==> src/rtl/mc_ctrl.sv <==
// mc_ctrl -- multi-cycle controller for the P4 datapath.
//
// Steps each instruction through FETCH/DECODE/EXEC/MEM/WB. The write
// strobes and the datapath mux selects are combinational from the state
// and the instruction word.
//
// Optional build macro: CTRL_INSTR_CNT_EN
//   Defined   : instr_cnt counts PCWrite pulses and wraps at 2^CNT_W.
//   Undefined : instr_cnt is tied to 0 and no counter flops are built.
//
// Ports:
//   clk        in   system clock, rising edge
//   reset      in   asynchronous active-low reset
//   instr      in   [31:0] instruction word from IR
//   zero       in   ALU zero flag (beq is resolved in NPC, not here)
//   PCWrite    out  PC load strobe
//   IRWrite    out  IR load strobe
//   NPCOp      out  [1:0] 00 PC+4, 01 beq, 10 j/jal, 11 jr
//   RegWrite   out  GRF write enable
//   EXTOp      out  [1:0] 00 zero-ext, 01 sign-ext, 10 lui
//   ALUOp      out  [3:0] 0000 add, 0001 sub, 0010 or
//   MemWrite   out  DM write enable
//   RegA3Sel   out  [1:0] 00 rd, 01 rt, 10 $31
//   RegDataSel out  [1:0] 00 ALU, 01 DM, 10 Ext, 11 PC4
//   AluBSel    out  [1:0] 00 RD2, 01 Ext
//   state      out  [2:0] current state code
//   instr_cnt  out  [CNT_W-1:0] retired-instruction count
module mc_ctrl #(
    parameter int CNT_W = 32
) (
    input  logic             clk,
    input  logic             reset,
    input  logic [31:0]      instr,
    input  logic             zero,
    output logic             PCWrite,
    output logic             IRWrite,
    output logic [1:0]       NPCOp,
    output logic             RegWrite,
    output logic [1:0]       EXTOp,
    output logic [3:0]       ALUOp,
    output logic             MemWrite,
    output logic [1:0]       RegA3Sel,
    output logic [1:0]       RegDataSel,
    output logic [1:0]       AluBSel,
    output logic [2:0]       state,
    output logic [CNT_W-1:0] instr_cnt
);

    typedef enum logic [2:0] {
        S_FETCH  = 3'd0,
        S_DECODE = 3'd1,
        S_EXEC   = 3'd2,
        S_MEM    = 3'd3,
        S_WB     = 3'd4
    } state_t;

    state_t state_q, state_d;

    // Branch resolution lives in NPC; only the opcode/funct fields matter here.
    logic unused_bits;
    assign unused_bits = ^{zero, instr[25:6]};

    // ---------------- instruction decode ----------------
    logic [5:0] op, funct;
    logic       is_rtype, is_addu, is_subu, is_jr;
    logic       is_ori, is_lw, is_sw, is_beq, is_lui, is_j, is_jal;
    logic       is_short;   // finishes in DECODE

    assign op       = instr[31:26];
    assign funct    = instr[5:0];
    assign is_rtype = (op == 6'b000000);
    assign is_addu  = is_rtype && (funct == 6'b100001);
    assign is_subu  = is_rtype && (funct == 6'b100011);
    assign is_jr    = is_rtype && (funct == 6'b001000);
    assign is_ori   = (op == 6'b001101);
    assign is_lw    = (op == 6'b100011);
    assign is_sw    = (op == 6'b101011);
    assign is_beq   = (op == 6'b000100);
    assign is_lui   = (op == 6'b001111);
    assign is_j     = (op == 6'b000010);
    assign is_jal   = (op == 6'b000011);
    // Anything outside the long-op set (ILLEGAL included) retires in DECODE.
    assign is_short = !(is_addu || is_subu || is_ori || is_lw || is_sw || is_beq);

    // Per-instruction select values; held unchanged across all post-FETCH
    // states so the datapath sees stable muxes for the whole instruction.
    logic [1:0] dec_npc, dec_ext, dec_a3, dec_ds, dec_bs;
    logic [3:0] dec_alu;

    always_comb begin
        dec_npc = 2'b00;
        dec_ext = 2'b00;
        dec_alu = 4'b0000;
        dec_a3  = 2'b00;
        dec_ds  = 2'b00;
        dec_bs  = 2'b00;
        if (is_subu) begin
            dec_alu = 4'b0001;
        end else if (is_ori) begin
            dec_alu = 4'b0010;
            dec_bs  = 2'b01;
            dec_a3  = 2'b01;
        end else if (is_lw) begin
            dec_ext = 2'b01;
            dec_bs  = 2'b01;
            dec_a3  = 2'b01;
            dec_ds  = 2'b01;
        end else if (is_sw) begin
            dec_ext = 2'b01;
            dec_bs  = 2'b01;
        end else if (is_beq) begin
            dec_alu = 4'b0001;
            dec_npc = 2'b01;
        end else if (is_lui) begin
            dec_ext = 2'b10;
            dec_a3  = 2'b01;
            dec_ds  = 2'b10;
        end else if (is_j) begin
            dec_npc = 2'b10;
        end else if (is_jal) begin
            dec_npc = 2'b10;
            dec_a3  = 2'b10;
            dec_ds  = 2'b11;
        end else if (is_jr) begin
            dec_npc = 2'b11;
        end
    end

    // ---------------- state register ----------------
    always_ff @(posedge clk or negedge reset) begin
        if (!reset) state_q <= S_FETCH;
        else        state_q <= state_d;
    end

    // ---------------- next state / outputs ----------------
    logic pcw, irw, rgw, mmw, sel_en;

    always_comb begin
        state_d = S_FETCH;
        pcw     = 1'b0;
        irw     = 1'b0;
        rgw     = 1'b0;
        mmw     = 1'b0;
        sel_en  = 1'b0;
        case (state_q)
            S_FETCH: begin
                irw     = 1'b1;
                state_d = S_DECODE;
            end
            S_DECODE: begin
                sel_en = 1'b1;
                if (is_short) begin
                    pcw = 1'b1;
                    rgw = is_jal || is_lui;
                end else begin
                    state_d = S_EXEC;
                end
            end
            S_EXEC: begin
                sel_en = 1'b1;
                if (is_beq)              pcw     = 1'b1;
                else if (is_lw || is_sw) state_d = S_MEM;
                else                     state_d = S_WB;
            end
            S_MEM: begin
                sel_en = 1'b1;
                if (is_sw) begin
                    mmw = 1'b1;
                    pcw = 1'b1;
                end else begin
                    state_d = S_WB;
                end
            end
            S_WB: begin
                sel_en = 1'b1;
                rgw    = 1'b1;
                pcw    = 1'b1;
            end
            default: state_d = S_FETCH;   // codes 5-7: recover, strobes stay 0
        endcase
    end

    // Reset gating is combinational so strobes drop in the same cycle the
    // reset is asserted, not at the next edge.
    assign PCWrite    = reset & pcw;
    assign IRWrite    = reset & irw;
    assign RegWrite   = reset & rgw;
    assign MemWrite   = reset & mmw;
    assign NPCOp      = (reset && sel_en) ? dec_npc : 2'b00;
    assign EXTOp      = (reset && sel_en) ? dec_ext : 2'b00;
    assign ALUOp      = (reset && sel_en) ? dec_alu : 4'b0000;
    assign RegA3Sel   = (reset && sel_en) ? dec_a3  : 2'b00;
    assign RegDataSel = (reset && sel_en) ? dec_ds  : 2'b00;
    assign AluBSel    = (reset && sel_en) ? dec_bs  : 2'b00;
    assign state      = state_q;

    // ---------------- retired-instruction counter ----------------
`ifdef CTRL_INSTR_CNT_EN
    logic [CNT_W-1:0] cnt_q;

    always_ff @(posedge clk or negedge reset) begin
        if (!reset)       cnt_q <= '0;
        else if (PCWrite) cnt_q <= cnt_q + 1'b1;
    end

    assign instr_cnt = cnt_q;
`else
    assign instr_cnt = '0;
`endif

endmodule

==> config.mk <==
export PLATFORM = sky130hd
export DESIGN_NAME = mc_ctrl
export DESIGN_NICKNAME = d
export VERILOG_FILES = /design/src/rtl/mc_ctrl.sv
export SDC_FILE = /design/constraint.sdc
export NUM_CORES = 1
export LEC_CHECK = 0
export ABC_AREA = 1
export ABC_CLOCK_PERIOD_IN_PS = 1900
export BUFFER_PORTS_ARGS = -buffer_cell sky130_fd_sc_hd__buf_4
export CAP_MARGIN = 20
export CORE_AREA = 2 2 53 55
export CTS_CLUSTER_SIZE = 14
export DETAILED_ROUTE_END_ITERATION = 8
export DIE_AREA = 0 0 55 57
export GPL_TIMING_DRIVEN = 0
export HOLD_SLACK_MARGIN = 0.08
export PLACE_DENSITY_LB_ADDON = 0.12
export SYNTH_ARGS = -nofsm -noshare
export SYNTH_HDL_FRONTEND = slang
export SYNTH_SLANG_ARGS = --single-unit
==> constraint.sdc <==
create_clock -name clk -period 1.9 [get_ports clk]
set_input_delay 0.38 -clock clk [delete_from_list [all_inputs] [get_ports clk]]
set_output_delay 0.38 -clock clk [all_outputs]
set_load 0.03 [all_outputs]
==> results of run 1 <==
## cell families after synthesis
kind of cell	share of synthesized area, %
simple gates	43.0
buf+inv	41.3
compound gates	5.70
flops	9.49
other cells	0.474
## layout make-up
| cell class | instances | share of cell area (%) |
|---|---|---|
| timing repair buffer | 39 | 23.6 |
| tap | 31 | 2.81 |
| sequential | 3 | 5.44 |
| buffer | 36 | 19.9 |
| inverter | 14 | 3.81 |
| clock buffer | 4 | 1.91 |
| multi-input combinational | 110 | 42.6 |
## worst paths after layout
check | start | to | slack (ps) | depth (start not counted)
worst max-delay path | state[0] | RegA3Sel[0] | 30 | 7
worst min-delay path | reset | state[2] | 520 | 2
worst max register to register | state[0] | state[0] | 800 | 6
worst min register to register | state[2] | state[0] | 640 | 3
max in group asynchronous | reset | state[0] | 1220 | 2
min in group clk | instr[29] | state[2] | 600 | 4
## placed cells by master (no fill, tap or decap), types with 2 or more instances in the layout
cell       n
nor2_2    10
conb_1    35
a21oi_2    4
nand2_2    7
nor2_1    15
clkbuf_4   3
nor4_4     2
buf_6      9
inv_1     10
nand2_1   18
nor2_4     2
buf_4     65
dfrtp_1    3
inv_2      4
nand3_1    6
## routing by layer
| metal | up-vias | track usage, % | routed length [µm] |
|---|---|---|---|
| met4 | 0 | 4.18 | 21 |
| met2 | 29 | 25.5 | 1220 |
| met5 | - | 0 | 0 |
| li1 | 479 | - | - |
| met1 | 376 | 13.2 | 666 |
| met3 | 3 | 1.57 | 128 |
## power by group
group          internal [mW]  switching (mW)  leakage (nW)
logic                  0.237           0.328         0.749
clock network         0.0790          0.0380        0.0150
registers             0.0778          0.0190        0.0396
## timing repair
action                     in CTS  in global routing
buffers inserted                6                  1
pin swaps                       1                  3
setup endpoints to repair      11                 14
cloned                          0                  1
gates resized for setup         2                 21
hold buffers                    1                  0
hold endpoints to repair        3                  0
## critical path: stages (launching register included)
cell and delay (ps):
dfrtp_1 420, nor2_2 160, nand2_2 80, nand2_2 80, o21ai_2 80, buf_6 140, a31oi_4 140, buf_6 150
==> results by group, run 1 <==
Status
  – Outcome: finished, final reports clean

Logic synthesis
  – Number of enable flip-flop cells after synthesis: 0
  – Synth area leader: buf_4
  – Sequential fraction of the synthesis area: under 10%
  – Primary FF master, synth: dfrtp_1
  – Count of cell types in the netlist: 25
  – Synth cell count leaders: buf_4, nand2_1, nor2_1
  – Yosys top cell area share: between 30% and 40%
  – Synth Register Bits: 3
  – Synth Warn #: 0
  – Top-count cell post-synth: buf_4
  – Avg Cell Area, Syn: roughly 6.1 µm²
  – Synth top area cells: buf_4, nand2_1, dfrtp_1
  – Post-synthesis instance total: between 100 and 150
  – Async set-reset flop share out of synthesis: 100%
  – Synth Cell Area: 791 µm²

Hold path
  – Hold Crit Class: input pin to async pin

Cells and area
  – Max reg flops: 3
  – Final instance area: 1380 µm²
  – Register area: about 75 µm²
  – Area delta synth->final: 74.4%
  – Final Core Density: 52.7%
  – Share of cells above drive strength 1: 54.4%
  – Multi-input logic area: ~590 µm²
  – # nets final: approximately 240
  – Ant. Diodes: 0
  – Final cell count without fillers: 237
  – # fillers: 275

CTS
  – Worst-skew pair later-pin latency: ~240 ps
  – Max Root-Sink Buffers: 2
  – # clock sinks: 3
  – # H-tree levels: 1
  – CTS buffer count: 3
  – CTS tree: done
  – Clock root buffer: clkbuf_4
  – Clock transition at path regs: approximately 40 ps

Run
  – Total of max-cap violations: 0

Placement
  – GP Congestion: 0.756
  – Post-DP Area: 1210 µm²
  – Pre-CTS WS: around 100 ps
  – DP Wirelength: 1700 µm
  – Port bufs: 31
  – Dpl cells: about 230

Critical path
  – Critical Path AT: around 1500 ps
  – WS Path Type: flop to output pin
  – CP Data Required Time: about 1500 ps
  – CP max FO: 5
  – Critical Path Start Type: flop
  – Setup crit end kind: output pin

GRT
  – Global-route wire length before repair: between 3000 and 4000 µm
  – Initial antenna violation count: 0
  – Gr ovfl total: 0
  – Vias in the first global route: 765
  – Pin count of the biggest net entering global routing: 11
  – Tot GR Track Use: approximately an eighth

Routing
  – Vias per cell: between 3 and 4
  – Drt wl/cell: ~8.6 µm
  – TritonRoute pass-1 iters: 4
  – Remaining DRCs: 0
  – Initial DRC Count: 9
  – Total wire length: slightly above 2000 µm
  – Antenna Nets Post-Route: 0
  – DR vias: 887

Floorplan
  – Core area: approximately 2600 µm²
  – Die Y: ~57 µm
  – I/O pin cnt: a little under 90
  – Die Wd: between 50 and 60 µm
  – # rows: 19
  – Initial Util: between 30 and 40%
  – Die area: 3140 µm²

STA
  – Upper clock frequency limit: 534 MHz
  – Final setup fails: 0
  – Setup WS post-layout: 27.3 ps
  – Unrepaired setup endpoints after global routing: true
  – Clock Skew: around 0.05 ps
  – Fin. Hold Viols: 0
  – Max Slew Vio Count: 0
  – Final hold slack: around 520 ps
  – Period utilization: 98.6%
  – Setup TNS Final: 0 ps
  – Final min period: ~1900 ps

Power and ir drop
  – Final Power: between 0.7 and 0.8 mW
  – Maximum VDD drop: between 0.3 and 0.4 mV
  – Lkg Pwr: 0.804 nW
  – Pwr dens: 565 nW/µm²
Note: power is estimated with default switching activity, not from simulation.
==> run 2: changes to the inputs <==
- ABC_AREA: 1 -> not set
- CORE_AREA: 2 2 53 55 -> 2 2 54 56
- DIE_AREA: 0 0 55 57 -> 0 0 56 58
- GPL_ROUTABILITY_DRIVEN: not set -> 1
==> results by group, run 2 <==
CTS
  – Clock root buffer: clkbuf_4
  – # H-tree levels: 1 (unchanged)
  – CTS buffer count: 3 (unchanged)
  – Worst-skew pair later-pin latency: 230 ps (about the same)
  – Clock transition at path regs: 40 ps (about the same)
  – CTS tree: done
  – Max Root-Sink Buffers: 2 (unchanged)
  – # clock sinks: 3 (unchanged)

Logic synthesis
  – Count of cell types in the netlist: 36 (+44%)
  – Async set-reset flop share out of synthesis: 100% (unchanged)
  – Sequential fraction of the synthesis area: 9.35% (-0.15 points)
  – Synth top area cells: buf_4, dfrtp_1, buf_6
  – Synth Register Bits: 3 (unchanged)
  – Synth area leader: buf_4
  – Number of enable flip-flop cells after synthesis: 0 (unchanged)
  – Synth cell count leaders: buf_4, nor2_1, nand2_1
  – Synth Cell Area: 803 µm² (+1.6%)
  – Top-count cell post-synth: buf_4
  – Post-synthesis instance total: 109 (-16%)
  – Avg Cell Area, Syn: 7.37 µm² (+20%)
  – Synth Warn #: 0 (unchanged)
  – Yosys top cell area share: 33.6% (+0.42 points)
  – Primary FF master, synth: dfrtp_1

Cells and area
  – Most frequent cells in the layout: buf_4, conb_1, buf_6
  – Multi-input logic area: 751 µm² (+28%)
  – Register area: 78.8 µm² (+5.0%)
  – # nets final: 224 (-7.4%)
  – Final instance area: 1620 µm² (+18%)
  – Max reg flops: 3 (unchanged)
  – Area delta synth->final: 102%
  – Share of cells above drive strength 1: 64.9% (+11 points)
  – Commonest non-fill, non-tap cell in the layout: buf_4
  – # fillers: 242 (-12%)
  – Ant. Diodes: 0 (unchanged)

Critical path
  – WS Path Type: flop to output pin
  – Worst r2r path cells: 2 (-4)
  – CP max FO: 9 (+4)
  – Critical R2R Launch: state[1]
  – CP Capture Point: PCWrite
  – CP Data Required Time: 1520 ps (about the same)
  – Largest stage delay on the critical path: 460 ps (+40 ps)
  – Critical Path AT: 1830 ps (+340 ps)
  – Worst path slowest cell: dfrtp_2
  – Setup crit end kind: output pin
  – Worst r2r dst: state[1]
  – Critical Path Start Type: flop
  – Worst Setup SP: state[1]
  – CP cell instances: or3_4 -> or4_4 -> a41oi_4 -> buf_6
  – R2r setup slk: 760 ps (-40 ps)

Power and ir drop
  – Lkg Pwr: 0.795 nW (-1.1%)
  – Maximum VDD drop: 0.516 mV (+32%)
  – Pwr dens: 554 nW/µm² (-2.0%)

Routing
  – Initial DRC Count: 18 (+9)
  – Drt wl/cell: 10.3 µm (+20%)
  – Total wire length: 2250 µm (+10%)
  – Remaining DRCs: 0 (unchanged)
  – Antenna Nets Post-Route: 0 (unchanged)
  – TritonRoute pass-1 iters: 4 (unchanged)
  – DR vias: 889 (+0.23%)
  – Vias per cell: 4.06 (+8.5%)

GRT
  – Gr ovfl total: 0 (unchanged)
  – Vias in the first global route: 797 (+4.2%)
  – Global-route wire length before repair: 3530 µm (+14%)
  – Tot GR Track Use: 13.3% (+0.35 points)
  – Initial antenna violation count: 0 (unchanged)
  – Pin count of the biggest net entering global routing: 10 (-1)

Floorplan
  – Die Y: 58 µm (+1.8%)
  – I/O pin cnt: 88 (unchanged)
  – Core area: 2660 µm² (+1.8%)
  – Initial Util: 30.2% (-0.070 points)
  – # rows: 19 (unchanged)
  – Die Wd: 56 µm (+1.8%)
  – Die area: 3250 µm² (+3.6%)

Status
  – Failing checks: setup timing
  – Outcome: finished, violations left

Hold path
  – Hold Crit Class: input pin to async pin

STA
  – Final setup fails: 12 (+12)
  – Clock Skew: 5.19 ps (+5.14 ps)
  – Unrepaired setup endpoints after global routing: true
  – Setup WS post-layout: -307 ps (-334 ps)
  – Upper clock frequency limit: 453 MHz (-15%)
  – Fin. Hold Viols: 0 (unchanged)
  – Period utilization: 116% (+18 points)
  – Max Slew Vio Count: 0 (unchanged)
  – Final min period: 2210 ps (+334 ps)
  – Final hold slack: 531 ps (+14.0 ps)

Placement
  – Post-DP Area: 1360 µm² (+12%)
  – GP Congestion: 0.733 (-3.1%)
  – Port bufs: 29 (-6.5%)
  – DP Wirelength: 1630 µm (-3.7%)

Run
  – Total of max-cap violations: 0 (unchanged)
[run 2: cell types whose count changed after synthesis, moves of 3 or more]
cell / delta
nand2b_1: +3
nor2_2: -6
nor4_1: +3
nand2_2: -3
nand2_1: -16
nor4b_1: +3
or3_1: +3
inv_1: -9
nand3_1: -4
nor2_1: -11
[run 2: final cells by class]
class / instances / share of cell area [%]
sequential: 3 / 4.85
clock buffer: 4 / 1.62
buffer: 38 / 19.0
tap: 31 / 2.39
inverter: 4 / 0.924
multi-input combinational: 97 / 46.2
timing repair buffer: 42 / 25.0
[run 2: worst min path at each step]
| stage | to | slack [ps] | cells past startpoint |
|---|---|---|---|
| CTS | state[1] | 530 | 2 |
| finish | state[0] | 530 | 2 |
| detailed placement | state[2] | 190 | 1 |
| global route | state[0] | 550 | 2 |
| floorplan | state[0] | 80 | 0 |
| global placement | state[2] | 180 | 1 |
[run 2: worst max-delay path: cells and delay by family (launching register included)]
family	cells	cell delay, ps
flip-flops	1	460
buffers and inverters	1	160
AO/OA/AOI/OAI	1	160
AND/OR/NAND/NOR	2	820
[run 2: cell families (layout without fill, tap and decap cells)]
kind of cell              after synthesis  count (layout)  synth area share (%)
AOI/OAI and AO/OA                      12              12                  9.81
xor gates and xnor gates                1               1                  1.09
buffers and inverters                  43              88                  39.7
DFF                                     3               3                  9.35
muxes                                   1               1                  1.25
other                                   1              35                 0.467
and+or+nand+nor                        48              48                  38.3
[run 2: metrics by stage]
stage	setup slack (ps)	cells	util, %	setup TNS (ps)	power, mW
2_1_floorplan	-169	143	-	-1420	0.550
3_3_place_gp	-395	203	51.2	-4300	0.643
3_5_place_dp	-410	203	51.2	-4450	0.651
4_1_cts	-335	217	58.9	-3240	0.901
5_1_grt	-374	219	61.0	-3710	0.953
6_report	-307	219	61.0	-2940	0.900
[run 2: repair_timing]
item | CTS | global route
endpoints found under the setup margin | 13 | 14
hold buffers | 1 | 0
gates cloned | 1 | 0
pin swaps | 4 | 5
hold endpoints to repair | 3 | 0
buffers inserted | 8 | 3
gates resized for setup | 22 | 14
[run 2: where the power goes]
part	switching, mW	internal, mW	total [mW]
Sequential	0.0248	0.0798	0.105
Combinational	0.363	0.324	0.687
Clock	0.0300	0.0785	0.108
[run 2: layer usage]
| layer | global-route usage, % | part of all wire, % |
|---|---|---|
| met2 | 23.9 | 55 |
| met3 | 2.01 | 5.9 |
| met1 | 16.9 | 39 |
| met4 | 2.72 | 0 |
| met5 | 0 | 0 |
